**src/rtl/vga_scanout.sv**
```systemverilog
// vga_scanout: VGA timing generator that scans a low-resolution framebuffer out to the DAC,
// replicating each framebuffer word 2**SCALE_SHIFT times in both axes.
module vga_scanout #(
    parameter int unsigned H_ACTIVE    = 640,
    parameter int unsigned H_FP        = 16,
    parameter int unsigned H_SYNC      = 96,
    parameter int unsigned H_BP        = 48,
    parameter int unsigned V_ACTIVE    = 480,
    parameter int unsigned V_FP        = 10,
    parameter int unsigned V_SYNC      = 2,
    parameter int unsigned V_BP        = 33,
    parameter int unsigned SCALE_SHIFT = 2,
    parameter int unsigned FB_W        = 160,
    parameter int unsigned FB_H        = 120,
    parameter int unsigned RD_LATENCY  = 1
) (
    input  logic        clk,
    input  logic        rst_n,
    input  logic        pix_en,
    output logic        fb_rd_en,
    output logic [7:0]  fb_rd_x,
    output logic [7:0]  fb_rd_y,
    input  logic [11:0] fb_rd_data,
    output logic [3:0]  vga_r,
    output logic [3:0]  vga_g,
    output logic [3:0]  vga_b,
    output logic        vga_hs,
    output logic        vga_vs,
    output logic        vblank,
    output logic        frame_start
);
    localparam int unsigned H_TOTAL = H_ACTIVE + H_FP + H_SYNC + H_BP;
    localparam int unsigned V_TOTAL = V_ACTIVE + V_FP + V_SYNC + V_BP;
    localparam int unsigned L       = RD_LATENCY;
    // Each delay stage holds {hs, vs, visible}; syncs idle high.
    localparam logic [L-1:0][2:0] PIPE_RST = {L{3'b110}};

    logic [9:0]        h_cnt_q, h_cnt_d, v_cnt_q, v_cnt_d;
    logic [7:0]        x, y, fb_rd_x_q, fb_rd_x_d, fb_rd_y_q, fb_rd_y_d;
    logic              h_wrap, v_wrap, active, inrange, hs_raw, vs_raw;
    logic              fb_rd_en_q, fb_rd_en_d, vblank_q, vblank_d;
    logic              frame_start_q, frame_start_d;
    logic              vga_hs_q, vga_hs_d, vga_vs_q, vga_vs_d;
    logic [11:0]       rgb_q, rgb_d;
    logic [L-1:0][2:0] pipe_q, pipe_d;

    always_comb begin
        h_wrap  = h_cnt_q == 10'(H_TOTAL - 1);
        v_wrap  = v_cnt_q == 10'(V_TOTAL - 1);
        x       = 8'(h_cnt_q >> SCALE_SHIFT);
        y       = 8'(v_cnt_q >> SCALE_SHIFT);
        active  = (h_cnt_q < 10'(H_ACTIVE)) && (v_cnt_q < 10'(V_ACTIVE));
        inrange = ({1'b0, x} < 9'(FB_W)) && ({1'b0, y} < 9'(FB_H));
        hs_raw  = !((h_cnt_q >= 10'(H_ACTIVE + H_FP)) && (h_cnt_q < 10'(H_ACTIVE + H_FP + H_SYNC)));
        vs_raw  = !((v_cnt_q >= 10'(V_ACTIVE + V_FP)) && (v_cnt_q < 10'(V_ACTIVE + V_FP + V_SYNC)));
        h_cnt_d       = pix_en ? (h_wrap ? 10'd0 : h_cnt_q + 10'd1) : h_cnt_q;
        v_cnt_d       = (pix_en && h_wrap) ? (v_wrap ? 10'd0 : v_cnt_q + 10'd1) : v_cnt_q;
        fb_rd_x_d     = pix_en ? x : fb_rd_x_q;
        fb_rd_y_d     = pix_en ? y : fb_rd_y_q;
        fb_rd_en_d    = pix_en && active && inrange;
        vblank_d      = pix_en ? (v_cnt_q >= 10'(V_ACTIVE)) : vblank_q;
        frame_start_d = pix_en && h_wrap && v_wrap;
        pipe_d = pipe_q;
        if (pix_en) begin
            pipe_d[0] = {hs_raw, vs_raw, active && inrange};
            for (int i = 1; i < L; i++) pipe_d[i] = pipe_q[i-1];
        end
        // The read issued L ticks ago has its data on fb_rd_data now.
        vga_hs_d = pix_en ? pipe_q[L-1][2] : vga_hs_q;
        vga_vs_d = pix_en ? pipe_q[L-1][1] : vga_vs_q;
        rgb_d    = pix_en ? (pipe_q[L-1][0] ? fb_rd_data : 12'h000) : rgb_q;
    end

    always_ff @(posedge clk) begin
        if (!rst_n) begin
            h_cnt_q       <= '0;
            v_cnt_q       <= '0;
            fb_rd_x_q     <= '0;
            fb_rd_y_q     <= '0;
            fb_rd_en_q    <= 1'b0;
            vblank_q      <= 1'b0;
            frame_start_q <= 1'b0;
            pipe_q        <= PIPE_RST;
            vga_hs_q      <= 1'b1;
            vga_vs_q      <= 1'b1;
            rgb_q         <= '0;
        end else begin
            h_cnt_q       <= h_cnt_d;
            v_cnt_q       <= v_cnt_d;
            fb_rd_x_q     <= fb_rd_x_d;
            fb_rd_y_q     <= fb_rd_y_d;
            fb_rd_en_q    <= fb_rd_en_d;
            vblank_q      <= vblank_d;
            frame_start_q <= frame_start_d;
            pipe_q        <= pipe_d;
            vga_hs_q      <= vga_hs_d;
            vga_vs_q      <= vga_vs_d;
            rgb_q         <= rgb_d;
        end
    end

    assign fb_rd_en    = fb_rd_en_q;
    assign fb_rd_x     = fb_rd_x_q;
    assign fb_rd_y     = fb_rd_y_q;
    assign vblank      = vblank_q;
    assign frame_start = frame_start_q;
    assign vga_hs      = vga_hs_q;
    assign vga_vs      = vga_vs_q;
    assign {vga_r, vga_g, vga_b} = rgb_q;
endmodule
```
**config.mk**
```make
export PLATFORM = sky130hd
export DESIGN_NAME = vga_scanout
export DESIGN_NICKNAME = d
export VERILOG_FILES = /design/src/rtl/vga_scanout.sv
export SDC_FILE = /design/constraint.sdc
export NUM_CORES = 1
export LEC_CHECK = 0
export CAP_MARGIN = 15
export CORE_ASPECT_RATIO = 0.9
export CORE_MARGIN = 1.5
export CORE_UTILIZATION = 25
export DETAILED_ROUTE_END_ITERATION = 10
export GPL_ROUTABILITY_DRIVEN = 0
export PLACE_DENSITY = 0.47
export SKIP_LAST_GASP = 1
export SLEW_MARGIN = 10
export SYNTH_ARGS = -nofsm -noshare
export SYNTH_HDL_FRONTEND = slang
export SYNTH_SLANG_ARGS = --single-unit
```
**constraint.sdc**
```tcl
create_clock -name clk -period 3.1 [get_ports clk]
set_input_delay 0.62 -clock clk [delete_from_list [all_inputs] [get_ports clk]]
set_output_delay 0.62 -clock clk [all_outputs]
set_load 0.03 [all_outputs]
```
==> results by group, run 1 <==
Routing
  – DR vias/cell: 4.402
  – 1st-iter DRT viols: 48
  – Routed length per instance: 12.95 um
  – Remaining antenna violation count: 0
  – DRC viols: 0
  – First drt pass iteration count: 4
  – Drt total wl: 5477 um
  – Total number of vias: 1,862

Placed design
  – Input/output buffers: 47
  – Pre-CTS setup slack: 0.5509 ns
  – HPWL Detailed: 3839 um

Logic synthesis
  – Largest family of logic cells by synthesized area: simple AND/OR/NAND/NOR gates
  – Unique masters post-synth: 38
  – Post-synthesis xor/xnor area fraction: 4.911%
  – Post-Synthesis Cells: 256
  – Mux cell area share after synthesis: 7.339%
  – Yosys top cell area share: 48.35%
  – Seq/Total Area, Yosys: 48.35%
  – Adder-Cell Fraction of Synth Area: 2.698%
  – Post-synthesis cell area: 2318 um2
  – Post-synth top area cell: dfxtp_1
  – Compound-Gate Fraction of Synth Area: 8.473%
  – Synth Area in Simple Gates: 24.50%
  – Mapped Nets: 276
  – Synth Warn #: 0
  – Mean Syn Cell Area: 9.057 um2
  – Synth area leaders: dfxtp_1 (48%), mux2i_1 (7.3%), nor2_1 (7.0%), a21oi_1 (3.9%), nor2b_1 (3.2%)
  – Number of synthesized register bits: 56

STA
  – Worst slew margin: 60.73%
  – Period minus WS final: 2.209 ns
  – Setup TNS: 0 ns
  – Crit share post-route: 71.27%
  – Unrepaired setup endpoints after global routing: false
  – Setup ws final: 0.8907 ns
  – F_max: 452.6 MHz
  – Final Hold Fails: 0
  – Clock skew: 0.01449 ns
  – Worst-margin pin slew: 0.5811 ns
  – Setup violations, final: 0
  – Final slew viol count: 0

Clocking
  – Clk root buf: clkbuf_8
  – CTS tree: built
  – Hold Buf Count CTS: 0
  – Post-CTS Setup Bufs: 0
  – Post-CTS sizing: 0
  – Worst-path clk slew: 0.11 ns
  – CTS buffer count: 5
  – CTS Sinks: 56
  – H-tree depth: 2
  – Max Buffers Root-to-Sink: 2
  – Skew-Pair Late Insertion Delay: 0.31 ns

Cells and area
  – Layout cells sized above 1: 5.648%
  – Number of diodes: 0
  – Area Growth Syn to Fin: 29.68%
  – Final #Nets: 320
  – Filler cells: 954

Floorplan
  – Initial Utilization: 25.64%
  – Core Rows: 33
  – IO Pins: 48
  – Die ar.: 9862 um2
  – Core footprint: 9042 um2
  – Die Width: 104.5 um
  – Die H: 94.36 um

GRT
  – Largest net degree at the start of global routing: 32
  – GRT Overall Usage: 11.43%
  – Antenna violations before repair: 0
  – Vias in the first global route: 1,809
  – Grt ovf: 0
  – First-pass GRT wire length: 9101 um

Worst setup path
  – Startpoint types: input pin
  – Endpoint class of the critical path: flip-flop
  – Arrival time of the worst setup path: 2.46 ns
  – Worst EP required: 3.35 ns
  – Crit Path Class: input pin to flip-flop
  – Critical path fanouts, max: 10

Hold path
  – Worst min path class: flip-flop to flip-flop

Power
  – Cell Pwr Density: 418.9 nW/um2
  – Static leakage: 1.057 nW
  – Worst IR drop on VDD: 0.1723 mV

Status
  – Outcome: complete, no violations

Job
  – Max-cap viol count: 0
## sequential cells by signal, summed over array words and instances (netlist names)
signal / count
vblank: 1
pipe_q: 3
vga_vs: 1
v_cnt_q: 10
vga_hs: 1
fb_rd_en: 1
rgb_q: 12
fb_rd_y: 8
fb_rd_x: 8
frame_start: 1
h_cnt_q: 10
## layer usage
| layer | up-vias | global-route usage, % | routed length [um] | share of wire, % |
|---|---|---|---|---|
| li1 | 964 | - | - | - |
| met1 | 863 | 16.42 | 2860 | 52 |
| met2 | 29 | 17.38 | 2422 | 44 |
| met3 | 6 | 2.553 | 137 | 2.5 |
| met4 | 0 | 2.662 | 57 | 1.0 |
| met5 | - | 0 | 0 | 0 |
## cell usage after synthesis, drive strengths merged
cell type / number
nor4: 2
nand2b: 1
nor2: 43
xor2: 5
nand3: 4
ha: 5
and3: 2
buf: 5
and4: 3
nor2b: 12
inv: 7
clkinv: 1
nand4: 7
nor4b: 1
o2111ai: 2
nand4bb: 1
a21oi: 19
nand2: 16
and2: 1
clkbuf: 9
and4b: 1
o21ai: 6
or4: 4
o32ai: 1
mux2i: 17
dfxtp: 56
nor4bb: 2
nor3: 6
or3: 4
a211oi: 1
o21bai: 1
o31ai: 3
xnor2: 8
## critical path: stages
cell and delay, ns:
buf_2 0.28, nand2_1 0.20, or4_1 0.67, or4_4 0.56, a21oi_2 0.13
## area by class of cell
cell class / count / area, um2 / area share (%)
Sequential cell: 56 / 1121 / 37.29
Multi-Input combinational cell: 178 / 1111 / 36.95
Timing Repair Buffer: 51 / 495.5 / 16.48
Tap cell: 122 / 152.6 / 5.077
Clock buffer: 6 / 82.58 / 2.747
Inverter: 8 / 30.03 / 0.9988
Clock inverter: 2 / 13.76 / 0.4578
## cells in the final DEF (no fill, tap or decap), types with 4 or more instances in the layout
| cell type | Yosys | layout |
|---|---|---|
| xnor2_1 | 8 | 8 |
| a21oi_1 | 18 | 18 |
| mux2i_1 | 17 | 17 |
| clkbuf_8 | 0 | 6 |
| buf_4 | 0 | 4 |
| dfxtp_1 | 56 | 56 |
| nor2b_1 | 12 | 12 |
| inv_1 | 7 | 7 |
| or3_1 | 4 | 4 |
| nand4_1 | 7 | 7 |
| nor2_1 | 43 | 43 |
| clkdlybuf4s50_1 | 0 | 46 |
| xor2_1 | 5 | 5 |
| nor3_1 | 6 | 6 |
| o21ai_0 | 5 | 5 |
| ha_1 | 5 | 5 |
| nand2_1 | 16 | 16 |
## kinds of logic (layout without fill, tap and decap cells)
logic type,after synthesis,in the layout
AOI/OAI and AO/OA,33,33
buffers and inverters,22,67
xor gates and xnor gates,13,13
DFF,56,56
adders and majority gates,5,5
muxes,17,17
and+or+nand+nor,110,110
## stage by stage
step                      cell area (um2)  total power, W  hold slack (ns)  cells  util (%)
final                                3007        0.001260           0.4650    423     33.25
after CTS                            3007        0.001282           0.4682    423     33.25
after global routing                 3007        0.001317           0.4864    423     33.25
after global placement               2910       0.0008506           0.4337    415     32.18
after floorplan                      2318       0.0008059           0.4272    256         -
after detailed placement             2910       0.0008509           0.4504    415     32.18
## final timing paths
check	cells after the start	startpoint	slack (ns)	to
max	5	pix_en	0.89	v_cnt_q[8]
max reg2reg	5	h_cnt_q[0]	0.95	v_cnt_q[8]
min	2	pipe_q[0]	0.46	pipe_q[0]
min reg2reg	2	pipe_q[0]	0.46	pipe_q[0]
## report_power, final
| part | switching [W] | total (W) | internal, W |
|---|---|---|---|
| logic | 0.0000539 | 0.0000976 | 0.0000437 |
| clock network | 0.000243 | 0.000427 | 0.000184 |
| registers | 0.00000609 | 0.000735 | 0.000729 |
Note: power is estimated with default switching activity, not from simulation.
==> run 2: changes to the inputs <==
==> constraint.sdc (replaced) <==
create_clock -name clk -period 2.15 [get_ports clk]
set_input_delay 0.43 -clock clk [delete_from_list [all_inputs] [get_ports clk]]
set_output_delay 0.43 -clock clk [all_outputs]
set_load 0.03 [all_outputs]
==> run 2 against run 1 <==
Via count rose by 2.0%. Global-route usage rose by 0.60 points. First-iteration DRC count rose by 50%. Wire length rose by 1.9%. Sequential cell count did not move. Worst setup slack got worse by 0.74 ns. Worst hold slack got worse by 0.012 ns. Largest power group unchanged. Highest routed layer unchanged.
==> results by group, run 2 (synthesis gave the netlist of run 1 again) <==
Floorplan
  – Die Width: 104.5 um
  – IO Pins: 48
  – Die H: 94.36 um
  – Core footprint: 9042 um2
  – Initial Utilization: 25.64%
  – Die ar.: 9862 um2
  – Core Rows: 33

Hold path
  – Worst min path class: flip-flop to flip-flop

Worst setup path
  – CP startpoint: h_cnt_q[0]
  – Internal reg-to-reg setup slack: 0.15 ns
  – Critical path fanouts, max: 5
  – Crit Path Class: flip-flop to flip-flop
  – CP delay by family, top: simple AND/OR/NAND/NOR gates
  – Worst Reg2Reg Path Length in Cells: 5
  – Endpoint class of the critical path: flip-flop
  – Worst EP required: 2.40 ns
  – Worst Path Buf+Inv: 0
  – Startpoint types: flip-flop
  – Levels on crit path: 5
  – Worst R2R Start: h_cnt_q[0]
  – Reg-to-reg critical path endpoint: v_cnt_q[8]
  – Worst path max stage delay: 0.53 ns
  – CP Cell Sequence: ha_2 > nand3_2 > or4_1 > or4_4 > a21oi_2
  – Critical path destination: v_cnt_q[8]
  – Arrival time of the worst setup path: 2.25 ns
  – Slowest cell on crit path: or4_4

Placed design
  – Input/output buffers: 47
  – Placed Cells incl. Taps: 426
  – HPWL Detailed: 4064 um
  – Cell area after placement: 2993 um2

GRT
  – Grt ovf: 0
  – Vias in the first global route: 1,942
  – First-pass GRT wire length: 9522 um
  – Antenna violations before repair: 0
  – GRT Overall Usage: 12.03%
  – Largest net degree at the start of global routing: 26

Routing
  – First drt pass iteration count: 6
  – DRC viols: 0
  – DR vias/cell: 4.378
  – Drt total wl: 5579 um
  – Total number of vias: 1,900
  – Remaining antenna violation count: 0
  – Routed length per instance: 12.85 um
  – 1st-iter DRT viols: 72

Power
  – Worst IR drop on VDD: 0.2388 mV
  – Static leakage: 1.111 nW
  – Cell Pwr Density: 613.8 nW/um2

STA
  – Final slew viol count: 0
  – Setup TNS: 0 ns
  – Final Hold Fails: 0
  – Unrepaired setup endpoints after global routing: false
  – Crit share post-route: 93.10%
  – Clock skew: 0.005640 ns
  – Worst-margin pin slew: 0.4673 ns
  – F_max: 499.6 MHz
  – Setup violations, final: 0
  – Worst slew margin: 68.56%
  – Hold slack: 0.4528 ns
  – Period minus WS final: 2.002 ns

Cells and area
  – Filler cells: 954
  – Final #Nets: 331
  – Number of diodes: 0
  – Max reg flops: 12
  – Final std cells w/o fill: 434
  – Reg with most FFs: rgb_q
  – Finished Cell Area: 3107 um2
  – Top flop regs: rgb_q (12), h_cnt_q (10), v_cnt_q (10)
  – Most frequent cells in the layout: dfxtp_1 (56), clkdlybuf4s50_1 (46), nor2_1 (43)
  – Area Growth Syn to Fin: 34.00%
  – Layout cells sized above 1: 9.295%
  – Commonest non-fill, non-tap cell in the layout: dfxtp_1

Clocking
  – Worst-path clk slew: 0.10 ns
  – Clk root buf: clkbuf_8
  – CTS Sinks: 56
  – Post-CTS sizing: 0
  – CTS tree: built
  – CTS buffer count: 5
  – Post-CTS Setup Bufs: 0
  – Max Buffers Root-to-Sink: 2
  – Skew-Pair Late Insertion Delay: 0.31 ns
  – Hold Buf Count CTS: 0
  – H-tree depth: 2

Status
  – Outcome: complete, no violations

Job
  – Max-cap viol count: 0
==> run 2: cell types whose count changed in the layout (fill, tap and decap cells not counted), sizes merged <==
cell	before	now
buf	5	16
bufinv	0	1
clkbuf	6	5
clkinvlp	0	1
inv	8	7
==> run 2: worst min path at each step <==
stage          startpoint   endpoint  slack, ns  depth (start not counted)
2_1_floorplan   pipe_q[0]  pipe_q[0]       0.43                          2
3_3_place_gp    pipe_q[0]  pipe_q[0]       0.43                          2
3_5_place_dp    pipe_q[0]  pipe_q[0]       0.44                          2
4_1_cts         pipe_q[0]  pipe_q[0]       0.45                          2
5_1_grt         pipe_q[0]  pipe_q[0]       0.51                          2
6_report        pipe_q[0]  pipe_q[0]       0.45                          2
==> run 2: layer usage <==
layer	GRT usage (%)	vias up	wire (um)
met1	15.17	888	2670
met3	3.244	7	185
met5	0	-	0
met4	3.588	0	72
li1	-	980	-
met2	20.23	25	2650
==> run 2: area by class of cell <==
| cell class | instances | area (um2) | share of cell area [%] |
|---|---|---|---|
| clock buffers | 5 | 68.82 | 2.215 |
| well taps | 122 | 152.6 | 4.913 |
| inverters | 8 | 30.03 | 0.9666 |
| repair buffers | 62 | 578.1 | 18.61 |
| clock inverters | 3 | 42.54 | 1.369 |
| flip-flops and latches | 56 | 1121 | 36.09 |
| multi-input cells | 178 | 1114 | 35.84 |
==> run 2: worst min-delay path, stage by stage, from the launching register on <==
cell      delay [ns]
dfxtp_1         0.32
nand2_1         0.05
o21bai_1        0.05
==> run 2: where the power goes <==
group	total, W	switching [W]	internal [W]
clock	0.000702	0.000356	0.000346
sequential	0.00106	0.00000818	0.00105
combinational	0.000146	0.0000787	0.0000674
total	0.00191	0.000443	0.00146
==> run 2: metrics by stage <==
stage / total power [W] / util (%) / worst slack, ns
after global placement: 0.001231 / 33.10 / 0.2105
after floorplan: 0.001162 / - / 0.1541
final: 0.001907 / 34.36 / 0.1482
after detailed placement: 0.001232 / 33.10 / 0.1568
after global routing: 0.002000 / 34.36 / 0.03103
after CTS: 0.001945 / 34.33 / 0.1187
==> run 3: changes to the inputs <==
--- a/config.mk
+++ b/config.mk
@@ -7,7 +7,7 @@
 export LEC_CHECK = 0
 export CAP_MARGIN = 15
 export CORE_ASPECT_RATIO = 0.9
-export CORE_MARGIN = 1.5
+export CORE_MARGIN = 5
 export CORE_UTILIZATION = 25
 export DETAILED_ROUTE_END_ITERATION = 10
 export GPL_ROUTABILITY_DRIVEN = 0
==> constraint.sdc (replaced) <==
create_clock -name clk -period 2.15 [get_ports clk]
set_input_delay 0.3225 -clock clk [delete_from_list [all_inputs] [get_ports clk]]
set_output_delay 0.3225 -clock clk [all_outputs]
set_load 0.03 [all_outputs]
==> run 3 against run 2 <==
Clock power shrank 13%. Utilization shrank 0.35 points. Cell count is the same. Clock skew grew 0.0047 ns. Fmax grew 0.16%. Combinational power is essentially flat. Global-route usage shrank 1.5 points. Die area grew 15%. Wire length grew 1.9%. Critical endpoint is now v_cnt_q[6]. Largest cell class unchanged.
==> results by group, run 3 (synthesis gave the netlist of run 1 again) <==
Worst setup path
  – CP Cell Sequence: ha_1 > nand3_2 > or4_1 > or3_1 > a21oi_1
  – Worst EP required: 2.40 ns
  – Arrival time of the worst setup path: 2.24 ns
  – Worst Reg2Reg Path Length in Cells: 5
  – Endpoint class of the critical path: flip-flop
  – Worst Path Buf+Inv: 0
  – Slowest cell on crit path: or4_1
  – CP delay by family, top: simple AND/OR/NAND/NOR gates
  – Worst R2R Start: h_cnt_q[0]
  – Crit Path Class: flip-flop to flip-flop
  – Internal reg-to-reg setup slack: 0.15 ns
  – Worst path max stage delay: 0.63 ns
  – Critical path fanouts, max: 5
  – Startpoint types: flip-flop
  – Reg-to-reg critical path endpoint: v_cnt_q[6]

Hold path
  – Hold_sp: pipe_q[0]
  – Worst min path class: flip-flop to flip-flop
  – Hold-critical path depth: 2
  – Hold Path Sink: pipe_q[0]

Cells and area
  – Reg with most FFs: rgb_q
  – Commonest non-fill, non-tap cell in the layout: dfxtp_1
  – Top flop regs: rgb_q (12), h_cnt_q (10), v_cnt_q (10)
  – Layout cells sized above 1: 8.974%
  – Number of diodes: 0
  – Max reg flops: 12
  – Final std cells w/o fill: 434
  – Area Growth Syn to Fin: 33.24%
  – Final #Nets: 331
  – Most frequent cells in the layout: dfxtp_1 (56), clkdlybuf4s50_1 (46), nor2_1 (43)

Placed design
  – Placed Cells incl. Taps: 426
  – Input/output buffers: 47
  – HPWL Detailed: 4196 um
  – Pre-CTS setup slack: 0.1820 ns

Clocking
  – Post-CTS Setup Bufs: 0
  – Clk root buf: clkbuf_8
  – Skew-Pair Late Insertion Delay: 0.31 ns
  – H-tree depth: 2
  – CTS Sinks: 56
  – Post-CTS sizing: 0
  – CTS buffer count: 5
  – Max Buffers Root-to-Sink: 2
  – Worst-path clk slew: 0.10 ns
  – CTS tree: built
  – Hold Buf Count CTS: 0

Floorplan
  – Initial Utilization: 25.52%
  – Die H: 101.4 um
  – IO Pins: 48
  – Core footprint: 9084 um2
  – Core Rows: 33
  – Die ar.: 11,300 um2
  – Die Width: 111.5 um

Power
  – Static leakage: 1.111 nW
  – Cell Pwr Density: 588.4 nW/um2
  – Worst IR drop on VDD: 0.2843 mV

STA
  – Setup violations, final: 0
  – Final Hold Fails: 0
  – Worst slew margin: 65.07%
  – Setup TNS: 0 ns
  – Period minus WS final: 1.998 ns
  – Clock skew: 0.01034 ns
  – F_max: 500.4 MHz
  – Worst-margin pin slew: 0.5192 ns
  – Crit share post-route: 92.95%
  – Unrepaired setup endpoints after global routing: false
  – Setup ws final: 0.1515 ns
  – Final slew viol count: 0

Routing
  – Routed length per instance: 13.10 um
  – Drt total wl: 5684 um
  – First drt pass iteration count: 4
  – DR vias/cell: 4.378
  – DRC viols: 0
  – 1st-iter DRT viols: 62
  – Total number of vias: 1,900
  – Remaining antenna violation count: 0

GRT
  – Largest net degree at the start of global routing: 27
  – GRT Overall Usage: 10.50%
  – Antenna violations before repair: 0
  – Grt ovf: 0
  – First-pass GRT wire length: 9570 um
  – Vias in the first global route: 1,894

Status
  – Outcome: complete, no violations

Job
  – Max-cap viol count: 0
[run 3: cell count changes in the layout (fill, tap and decap cells not counted)]
cell	delta
inv_6	+1
clkbuf_8	+1
bufinv_16	-1
ha_2	-1
clkinvlp_4	-1
ha_1	+1
[run 3: per-stage QoR]
step	area (um2)	power [W]	hold slack (ns)	util (%)
after floorplan	2318	0.001162	0.4272	-
after global placement	2993	0.001232	0.4343	32.95
after detailed placement	2993	0.001233	0.4464	32.95
after CTS	3089	0.001855	0.4472	34.01
after global routing	3089	0.001924	0.4753	34.01
final	3089	0.001818	0.4579	34.01
[run 3: where the power goes]
part / total (W) / switching [W] / leakage [nW] / internal [W]
registers: 0.00106 / 0.00000789 / 0.453 / 0.00105
logic: 0.000148 / 0.0000795 / 0.606 / 0.0000683
clock network: 0.000611 / 0.000346 / 0.0516 / 0.000264
[run 3: worst max-delay path by stage]
stage / from / endpoint / cells after the start
after floorplan: h_cnt_q[0] / v_cnt_q[8] / 6
after global placement: h_cnt_q[0] / v_cnt_q[8] / 5
after detailed placement: h_cnt_q[0] / v_cnt_q[8] / 5
after CTS: h_cnt_q[0] / v_cnt_q[8] / 5
after global routing: h_cnt_q[0] / v_cnt_q[6] / 5
final: h_cnt_q[0] / v_cnt_q[6] / 5
[run 3: cell type report]
class | count | area [um2]
Inverter | 8 | 30.03
Fill cell | 976 | 5995
Clock inverter | 2 | 13.76
Clock buffer | 6 | 82.58
Multi-Input combinational cell | 178 | 1111
Timing Repair Buffer | 62 | 578.1
Tap cell | 122 | 152.6
Sequential cell | 56 | 1121
[run 3: per-layer routing]
| layer | up-vias | part of all wire [%] | track usage (%) |
|---|---|---|---|
| li1 | 983 | - | - |
| met4 | 0 | 0.69 | 2.806 |
| met2 | 26 | 45 | 16.60 |
| met3 | 4 | 4.1 | 3.166 |
| met5 | - | 0 | 0 |
| met1 | 887 | 50 | 14.08 |
[run 3: worst register-to-register path, delay by kind of cell (launching register included)]
kind | cells | cell delay (ns)
AO/OA/AOI/OAI | 1 | 0.14
adder cells (fa/ha/maj) | 1 | 0.25
flip-flops | 1 | 0.40
AND/OR/NAND/NOR | 3 | 1.15
